$ cat src/rtl/mem_align_unit_pkg.sv
// mem_align_unit_pkg
// Shared types and constants for the load/store alignment unit.
//   instruction_type : load/store opcodes handled by the unit
//   state_t          : handshake FSM states
//   MEM_WAIT_MAX_DEF : default number of REQ cycles before a bus-error completion
// Helper functions classify an opcode by direction and access width.
package mem_align_unit_pkg;

    typedef enum logic [2:0] {LB, LBU, LH, LHU, LW, SB, SH, SW} instruction_type;

    typedef enum logic [1:0] {IDLE, REQ, DONE} state_t;

    localparam int MEM_WAIT_MAX_DEF = 15;

    function automatic logic is_store(input instruction_type op);
        return (op == SB) || (op == SH) || (op == SW);
    endfunction

    function automatic logic is_half(input instruction_type op);
        return (op == LH) || (op == LHU) || (op == SH);
    endfunction

    function automatic logic is_word(input instruction_type op);
        return (op == LW) || (op == SW);
    endfunction

endpackage

$ cat src/rtl/mem_align_unit_lane.sv
// mem_lane_align
// Combinational byte-lane steering between the core and a 32-bit data memory.
//   i_op    : load/store opcode
//   i_off   : byte offset within the word (already masked when misalignment is not trapped)
//   i_wdata : store data from the core (rs2)
//   i_rdata : word read from memory
//   o_be    : byte enables for the access
//   o_wdata : store data shifted into its byte lanes
//   o_ldata : load data shifted down and sign/zero extended
module mem_lane_align
    import mem_align_unit_pkg::*;
(
    input  instruction_type i_op,
    input  logic [1:0]      i_off,
    input  logic [31:0]     i_wdata,
    input  logic [31:0]     i_rdata,
    output logic [3:0]      o_be,
    output logic [31:0]     o_wdata,
    output logic [31:0]     o_ldata
);

    logic [4:0]  w_shift;
    logic [31:0] w_x;

    assign w_shift = {i_off, 3'b000};
    assign o_wdata = i_wdata << w_shift;
    assign w_x     = i_rdata >> w_shift;

    always_comb begin
        o_be    = 4'b1111;
        o_ldata = w_x;
        case (i_op)
            LB: begin
                o_be    = 4'b0001 << i_off;
                o_ldata = {{24{w_x[7]}}, w_x[7:0]};
            end
            LBU: begin
                o_be    = 4'b0001 << i_off;
                o_ldata = {24'h0, w_x[7:0]};
            end
            SB: o_be = 4'b0001 << i_off;
            LH: begin
                o_be    = 4'b0011 << {i_off[1], 1'b0};
                o_ldata = {{16{w_x[15]}}, w_x[15:0]};
            end
            LHU: begin
                o_be    = 4'b0011 << {i_off[1], 1'b0};
                o_ldata = {16'h0, w_x[15:0]};
            end
            SH: o_be = 4'b0011 << {i_off[1], 1'b0};
            default: begin
                o_be    = 4'b1111;
                o_ldata = w_x;
            end
        endcase
    end

endmodule

$ cat src/rtl/mem_align_unit.sv
// mem_align_unit
// Load/store alignment and memory handshake for the execute/memory stage.
// Latches one load/store, issues a word-aligned request with byte enables,
// waits for mem_ack (or times out after WAIT_MAX cycles) and returns the
// extended load value.
// Optional feature: MISALIGN_TRAP_EN. When defined, misaligned accesses are
// completed at once with misaligned=1 and no memory request; when undefined
// the offending low address bits are masked and the access proceeds.
// Ports:
//   clk, reset (async, active-high)
//   start, i, addr, wdata          : operation request from the core
//   busy, done, result_out         : status and load result
//   misaligned, bus_err            : completion flags, pulse with done
//   mem_req, mem_we, mem_be,
//   mem_addr, mem_wdata            : request to data memory
//   mem_ack, mem_rdata             : response from data memory
module mem_align_unit
    import mem_align_unit_pkg::*;
#(
    parameter int WAIT_MAX = MEM_WAIT_MAX_DEF
) (
    input  logic            clk,
    input  logic            reset,
    input  logic            start,
    input  instruction_type i,
    input  logic [31:0]     addr,
    input  logic [31:0]     wdata,
    output logic            busy,
    output logic            done,
    output logic [31:0]     result_out,
    output logic            misaligned,
    output logic            bus_err,
    output logic            mem_req,
    output logic            mem_we,
    output logic [3:0]      mem_be,
    output logic [31:0]     mem_addr,
    output logic [31:0]     mem_wdata,
    input  logic            mem_ack,
    input  logic [31:0]     mem_rdata
);

    // Timeout fires on the REQ cycle whose count would reach WAIT_MAX.
    localparam logic [7:0] CNT_LAST = 8'(WAIT_MAX - 1);

    state_t          r_state;
    logic [7:0]      r_cnt;
    instruction_type r_op;
    logic [1:0]      r_off;
    logic            r_busy, r_done, r_mis, r_err, r_req, r_we;
    logic [3:0]      r_be;
    logic [31:0]     r_addr, r_wdata, r_result;

    logic            w_trap;
    logic [1:0]      w_off_in;
    instruction_type w_op_sel;
    logic [1:0]      w_off_sel;
    logic [3:0]      w_be;
    logic [31:0]     w_wdata, w_ldata;

`ifdef MISALIGN_TRAP_EN
    assign w_trap   = (is_half(i) && addr[0]) || (is_word(i) && (addr[1:0] != 2'b00));
    assign w_off_in = addr[1:0];
`else
    assign w_trap   = 1'b0;
    assign w_off_in = is_word(i) ? 2'b00 :
                      is_half(i) ? {addr[1], 1'b0} : addr[1:0];
`endif

    // In IDLE the lane logic sees the incoming request so the bus fields can
    // be registered on the start edge; afterwards it sees the latched access
    // so the load extension uses the captured opcode and offset.
    assign w_op_sel  = (r_state == IDLE) ? i : r_op;
    assign w_off_sel = (r_state == IDLE) ? w_off_in : r_off;

    mem_lane_align u_lane (
        .i_op    (w_op_sel),
        .i_off   (w_off_sel),
        .i_wdata (wdata),
        .i_rdata (mem_rdata),
        .o_be    (w_be),
        .o_wdata (w_wdata),
        .o_ldata (w_ldata)
    );

    always_ff @(posedge clk or posedge reset) begin
        if (reset) begin
            r_state  <= IDLE;
            r_cnt    <= 8'd0;
            r_op     <= LB;
            r_off    <= 2'b00;
            r_busy   <= 1'b0;
            r_done   <= 1'b0;
            r_mis    <= 1'b0;
            r_err    <= 1'b0;
            r_req    <= 1'b0;
            r_we     <= 1'b0;
            r_be     <= 4'b0000;
            r_addr   <= 32'h0;
            r_wdata  <= 32'h0;
            r_result <= 32'h0;
        end else begin
            r_done <= 1'b0;
            r_mis  <= 1'b0;
            r_err  <= 1'b0;
            case (r_state)
                IDLE: begin
                    if (start) begin
                        r_op   <= i;
                        r_off  <= w_off_in;
                        r_busy <= 1'b1;
                        r_cnt  <= 8'd0;
                        if (w_trap) begin
                            r_state <= DONE;
                            r_done  <= 1'b1;
                            r_mis   <= 1'b1;
                        end else begin
                            r_state <= REQ;
                            r_req   <= 1'b1;
                            r_we    <= is_store(i);
                            r_be    <= w_be;
                            r_addr  <= {addr[31:2], 2'b00};
                            r_wdata <= w_wdata;
                        end
                    end
                end
                REQ: begin
                    // Ack is checked first so it wins over a simultaneous timeout.
                    if (mem_ack) begin
                        r_state <= DONE;
                        r_req   <= 1'b0;
                        r_done  <= 1'b1;
                        if (!is_store(r_op)) begin
                            r_result <= w_ldata;
                        end
                    end else if (r_cnt == CNT_LAST) begin
                        r_state <= DONE;
                        r_req   <= 1'b0;
                        r_done  <= 1'b1;
                        r_err   <= 1'b1;
                    end else begin
                        r_cnt <= r_cnt + 8'd1;
                    end
                end
                DONE: begin
                    r_state <= IDLE;
                    r_busy  <= 1'b0;
                end
                default: begin
                    r_state <= IDLE;
                    r_busy  <= 1'b0;
                    r_req   <= 1'b0;
                end
            endcase
        end
    end

    assign busy       = r_busy;
    assign done       = r_done;
    assign misaligned = r_mis;
    assign bus_err    = r_err;
    assign mem_req    = r_req;
    assign mem_we     = r_we;
    assign mem_be     = r_be;
    assign mem_addr   = r_addr;
    assign mem_wdata  = r_wdata;
    assign result_out = r_result;

endmodule
$ cat config.mk
export PLATFORM = sky130hd
export DESIGN_NAME = mem_align_unit
export DESIGN_NICKNAME = d
export VERILOG_FILES = /design/src/rtl/mem_align_unit_pkg.sv /design/src/rtl/mem_align_unit_lane.sv /design/src/rtl/mem_align_unit.sv
export SDC_FILE = /design/constraint.sdc
export NUM_CORES = 1
export LEC_CHECK = 0
export ABC_AREA = 1
export CAP_MARGIN = 20
export CORE_ASPECT_RATIO = 0.8
export CORE_MARGIN = 2
export CORE_UTILIZATION = 46
export CTS_CLUSTER_SIZE = 12
export DETAILED_ROUTE_END_ITERATION = 6
export HOLD_SLACK_MARGIN = 0.15
export MAX_ROUTING_LAYER = met4
export PLACE_DENSITY = 0.81
export SYNTH_ARGS = -nofsm -noshare
export SYNTH_HDL_FRONTEND = slang
export SYNTH_SLANG_ARGS = --single-unit
$ cat constraint.sdc
create_clock -name clk -period 4.6 [get_ports clk]
set_clock_uncertainty 0.1 [all_clocks]
set_input_delay 0.69 -clock clk [delete_from_list [all_inputs] [get_ports clk]]
set_output_delay 0.69 -clock clk [all_outputs]
set_load 0.05 [all_outputs]
==> results of run 1 <==
==> path summary, 6_finish.rpt <==
kind,start,to,cells after the start
setup / recovery,i[1],mem_wdata[16],9
hold / removal,mem_addr[2],mem_addr[2],2
setup reg to reg,r_state[1],mem_wdata[19],8
hold reg to reg,mem_addr[2],mem_addr[2],2
max in group asynchronous,reset,mem_wdata[4],4
min in group asynchronous,reset,result_out[21],2
==> critical path, stage by stage <==
cell,delay (ns)
clkdlybuf4s50_1,0.48
nor2_1,0.17
nand2_1,0.12
nand3_1,0.11
nand2_1,0.07
nand2_2,0.39
nand2_1,0.50
o21ai_0,0.31
o21ai_0,0.12
==> synthesized netlist by cell type, drive strengths merged <==
master / count / area (um2)
a21oi: 40 / 200
a22o: 8 / 70.1
a31oi: 10 / 62.6
buf: 26 / 189
clkbuf: 13 / 48.8
clkinv: 2 / 7.51
conb: 1 / 3.75
dfrtp: 118 / 2950
ha: 2 / 25.0
inv: 83 / 312
nand2: 241 / 973
nand3: 55 / 330
nand3b: 1 / 7.51
nand4: 6 / 52.6
nor2: 87 / 358
nor3: 1 / 5.00
nor4: 1 / 6.26
o211ai: 12 / 90.1
o21ai: 50 / 277
o31ai: 1 / 7.51
or2: 25 / 156
xor2: 3 / 26.3
==> sequential cells by signal, indices dropped and copies added (netlist names) <==
register / flops
bus_err: 1
busy: 1
done: 1
mem_addr: 30
mem_be: 4
mem_req: 1
mem_wdata: 32
mem_we: 1
r_cnt: 8
r_off: 2
r_op: 3
r_state: 2
result_out: 32
==> routing by layer <==
metal / GRT usage [%] / routed length, um / up-vias
met4: 6.53 / 176 / 0
li1: - / - / 2879
met2: 37.7 / 7690 / 302
met3: 8.29 / 1900 / 19
met1: 36.0 / 8080 / 2693
met5: - / 0 / -
==> kinds of logic after synthesis <==
family,share of synthesized area [%]
flip-flops,47.9
adder cells (fa/ha/maj),0.406
XOR/XNOR,0.427
AND/OR/NAND/NOR,30.7
AO/OA/AOI/OAI,11.5
other,0.0609
buffers and inverters,9.04
==> area by class of cell <==
class,instances,area (um2),share of cell area [%]
Timing Repair Buffer,211,2140,24.2
Tap cell,175,219,2.47
Sequential cell,118,2950,33.3
Inverter,85,322,3.63
Clock buffer,22,474,5.35
Multi-Input combinational cell,546,2660,30.0
Clock inverter,8,100,1.13
==> power by group through the flow <==
stage	registers, W	logic, W	clock network, W
final	0.00175	0.00389	0.00130
after global routing	0.00180	0.00415	0.00137
after global placement	0.00175	0.00384	0
after detailed placement	0.00175	0.00387	0
after CTS	0.00175	0.00388	0.00132
after floorplan	0.00316	0.00124	0
==> per-stage QoR <==
step | hold slack, ns | worst slack, ns | cells
floorplan | 0.353 | 0.681 | 788
global placement | 0.362 | 1.61 | 1133
detailed placement | 0.364 | 1.46 | 1133
CTS | 0.380 | 1.86 | 1163
global route | 0.398 | 1.62 | 1165
finish | 0.377 | 1.81 | 1165
==> summary.md, run 1 <==
| Metric | Value |
|---|---|
| Outcome | complete, no violations |
| Clock Sink Count | 118 |
| Clk root buf | clkbuf_16 |
| Crit path kind | input pin to flop |
| Boundary Pins | 209 |
| P&R area growth vs syn | 43.9% |
| Die ar. | 14300 um2 |
| Wire length per cell | 15.3 um |
| Leakage | 4.20 nW |
| First DRT Iteration DRCs | 557 |
| Placer's final routability congestion estimate | 0.910 |
| Fin area | 8870 um2 |
| CTS Buf Count | 17 |
| Detailed-route DRC error count | 0 |
| CTS tree | yes |
| Most frequent cells in the layout | nand2_1 (229), clkdlybuf4s50_1 (205), dfrtp_1 (118) |
| Critical-path maximum fanout | 24 |
| Global-route wire length before repair | 28500 um |
| N_diodes | 0 |
| Post-CTS Resized | 0 |
| Initial Utilization | 47.5% |
| Worst Setup End Kind | flop |
| Die height | 108 um |
| Ys Warns | 0 |
| Max VDD drop | 428 uV |
| H-tree depth | 4 |
| Setup crit start kind | input pin |
| R2r setup slk | 2.03 ns |
| CTS clk-pin slew, worst paths | 0.06 ns |
| # port buffers | 205 |
| Final worst path period share | 60.6% |
| Synth Instances | 786 |
| Psw | 0.00338 W |
| Hold Buf Count CTS | 0 |
| Power Internal | 0.00356 W |
| Seq/Total Area, Yosys | 47.9% |
| Vias/cell | 5.06 |
| Initial antenna violation count | 0 |
| Die width | 133 um |
| Final hold vios | 0 |
| Vias in the first global route | 5566 |
| # setup viols final | 0 |
| Rel. slew slack | 49.6% |
| Max clock buf depth | 2 |
| Post-synth design cell area | 6160 um2 |
| Via count | 5893 |
| Fill count | 1086 |
| Area post-placement | 8250 um2 |
| Drt first pass iters | 5 |
| Netlist cell types | 37 |
| Worst Tran Pin Value | 0.756 ns |
| Synth Register Bits | 118 |
| Peak Freq | 0.359 GHz |
| Total Wirelength | 17800 um |
| Worst hold path type | flop to flop |
| Sequential Power Share | 25.2% |
| Setup Buffers After CTS | 0 |
| Clock share of power | 18.7% |
| Hpwl dp | 12400 um |
| Max Slew Vio Count | 0 |
| Routed Antenna Nets | 0 |
| Core area | 13000 um2 |
| Sw Share | 48.7% |
| Setup_tns | 0 ns |
| CP required | 4.78 ns |
| Cell Rows | 37 |
| Power Dens Cells | 783 nW/um2 |
| Power Total | 0.00694 W |
| Post-route core utilization | 68.4% |
| Syn avg cell area | 7.84 um2 |
| Worst skew pair latency | 0.41 ns |
| Total grt overflow | 0 |
| RSZ-0062 raised after global routing | no |
| Fraction of layout cells with a size suffix above 1 | 9.49% |
| Gr usage total | 26.1% |
| Logic pwr share | 56.1% |
| Commonest non-fill, non-tap cell in the layout | nand2_1 |
| Nets | 1084 |
| Minimum clock period | 2.79 ns |
| Crit path DAT | 2.97 ns |
| Max Cap Viol | 0 |
| Largest net degree at the start of global routing | 79 |
(Power assumes the default switching activity.)
==> run 2: changes to the inputs <==
==> constraint.sdc (replaced) <==
create_clock -name clk -period 2.9 [get_ports clk]
set_clock_uncertainty 0.1 [all_clocks]
set_input_delay 0.435 -clock clk [delete_from_list [all_inputs] [get_ports clk]]
set_output_delay 0.435 -clock clk [all_outputs]
set_load 0.05 [all_outputs]
==> run 2 against run 1 <==
- setup slack worse by 1.1 ns
- non-clock buffer count is 7 higher
- first-iteration DRC count shrank 3.9%
- combinational power rose by 60%
- sequential share of layout area shrank 0.37 points
- worst hold slack worse by 0.018 ns
- routed wire length is 4.5% higher
- highest routed layer unchanged
==> summary.md, run 2 (synthesis gave the netlist of run 1 again) <==
| Metric | Value |
|---|---|
| Die ar. | 14300 um2 |
| Boundary Pins | 209 |
| Max Cap Viol | 0 |
| Die height | 108 um |
| Clk root buf | clkbuf_16 |
| Crit path DAT | 2.46 ns |
| H-tree depth | 4 |
| Hold Buf Count CTS | 0 |
| Critical-path maximum fanout | 14 |
| CTS tree | yes |
| Total Wirelength | 18600 um |
| Power Dens Cells | 1260 nW/um2 |
| Final Hold Slack | 0.359 ns |
| Vias/cell | 5.07 |
| # setup viols final | 0 |
| Max VDD drop | 749 uV |
| CP required | 3.15 ns |
| Worst hold path type | input pin to asynchronous set/reset pin |
| Final worst path period share | 76.3% |
| Crit path top cell by count | nand2_1 |
| Setup crit start kind | input pin |
| CP max stage cell | clkdlybuf4s50_1 |
| Cell Rows | 37 |
| Vias in the first global route | 5865 |
| Drt first pass iters | 5 |
| Largest net degree at the start of global routing | 54 |
| Total grt overflow | 0 |
| Peak Freq | 0.452 GHz |
| Hpwl dp | 13200 um |
| Global-route wire length before repair | 29600 um |
| Die width | 133 um |
| Gr usage total | 27.1% |
| Leakage | 4.26 nW |
| N_diodes | 0 |
| Outcome | complete, no violations |
| Post-CTS Resized | 0 |
| Initial antenna violation count | 0 |
| Fraction of layout cells with a size suffix above 1 | 10.4% |
| Max clock buf depth | 2 |
| Placer's final routability congestion estimate | 1.04 |
| P&R area growth vs syn | 45.6% |
| # port buffers | 205 |
| Initial Utilization | 47.5% |
| Routed Antenna Nets | 0 |
| Setup Buffers After CTS | 0 |
| Final hold vios | 0 |
| Wire length per cell | 15.9 um |
| Core area | 13000 um2 |
| Most frequent cells in the layout | nand2_1 (229), clkdlybuf4s50_1 (205), dfrtp_1 (118) |
| Commonest non-fill, non-tap cell in the layout | nand2_1 |
| Worst Tran Pin Value | 0.654 ns |
| Crit path kind | input pin to flop |
| Max Slew Vio Count | 0 |
| Via count | 5954 |
| CTS Buf Count | 17 |
| Worst path cell trace | clkdlybuf4s50_1, nor2_1, nand2_1, nand3_1, nand2_1, nand2_2, nand2_1, nor2_1, nor2_1, nand3_1, nand2_1, inv_1 |
| Nets | 1091 |
| Worst skew pair latency | 0.41 ns |
| CTS clk-pin slew, worst paths | 0.06 ns |
| Detailed-route DRC error count | 0 |
| Worst Setup End Kind | flop |
| First DRT Iteration DRCs | 535 |
| Rel. slew slack | 56.3% |
| Minimum clock period | 2.21 ns |
| Slowest stage delay, CP | 0.50 ns |
| RSZ-0062 raised after global routing | no |
| Clock Sink Count | 118 |
| Setup_tns | 0 ns |
-- run 2: cell types whose count changed in the layout (fill, tap and decap cells not counted), sizes merged --
cell      before  now
clkinv         4    8
clkinvlp       4    2
inv           83   85
buf            6   13
bufinv         2    4
clkbuf        22   18
-- run 2: critical path: cells and delay by family --
family / cells / cell delay (ns)
and+or+nand+nor: 10 / 1.48
buffers and inverters: 2 / 0.55
-- run 2: stage by stage --
stage | power (W) | utilization, % | cells | instance area (um2) | setup WS (ns)
2_1_floorplan | 0.00698 | - | 788 | 6170 | 0.924
3_3_place_gp | 0.00894 | 64.3 | 1142 | 8340 | 0.375
3_5_place_dp | 0.00901 | 64.3 | 1142 | 8340 | 0.322
4_1_cts | 0.0113 | 69.2 | 1174 | 8970 | 0.709
5_1_grt | 0.0118 | 69.2 | 1174 | 8970 | 0.448
6_report | 0.0113 | 69.2 | 1174 | 8970 | 0.688
-- run 2: area by class of cell --
cell class | instances | area, um2
clock buffer | 18 | 429
fill | 1046 | 3990
clock inverter | 14 | 199
tap | 175 | 219
multi-input combinational | 546 | 2660
sequential | 118 | 2950
timing repair buffer | 218 | 2190
inverter | 85 | 323
-- run 2: layer usage --
layer	GRT usage, %	part of all wire (%)	vias up
met5	-	0	-
met2	41.3	45	301
met3	6.97	9.4	23
li1	-	-	2892
met4	7.14	1.2	0
met1	36.5	44	2738
-- run 2: path summary, 6_finish.rpt --
| check | cells after the start | slack [ns] | end | start |
|---|---|---|---|---|
| setup / recovery | 12 | 0.69 | result_out[18] | i[1] |
| hold / removal | 2 | 0.36 | mem_addr[12] | reset |
| setup reg to reg | 7 | 0.73 | mem_wdata[8] | r_state[1] |
| hold reg to reg | 2 | 0.38 | mem_wdata[23] | mem_wdata[23] |
| max in group asynchronous | 3 | 1.64 | mem_wdata[7] | reset |
| min in group clk | 2 | 0.38 | mem_wdata[23] | mem_wdata[23] |
-- run 2: where the power goes --
part | internal [W] | switching (W)
registers | 0.00235 | 0.000449
logic | 0.00202 | 0.00421
clock network | 0.00145 | 0.000802
total | 0.00582 | 0.00546
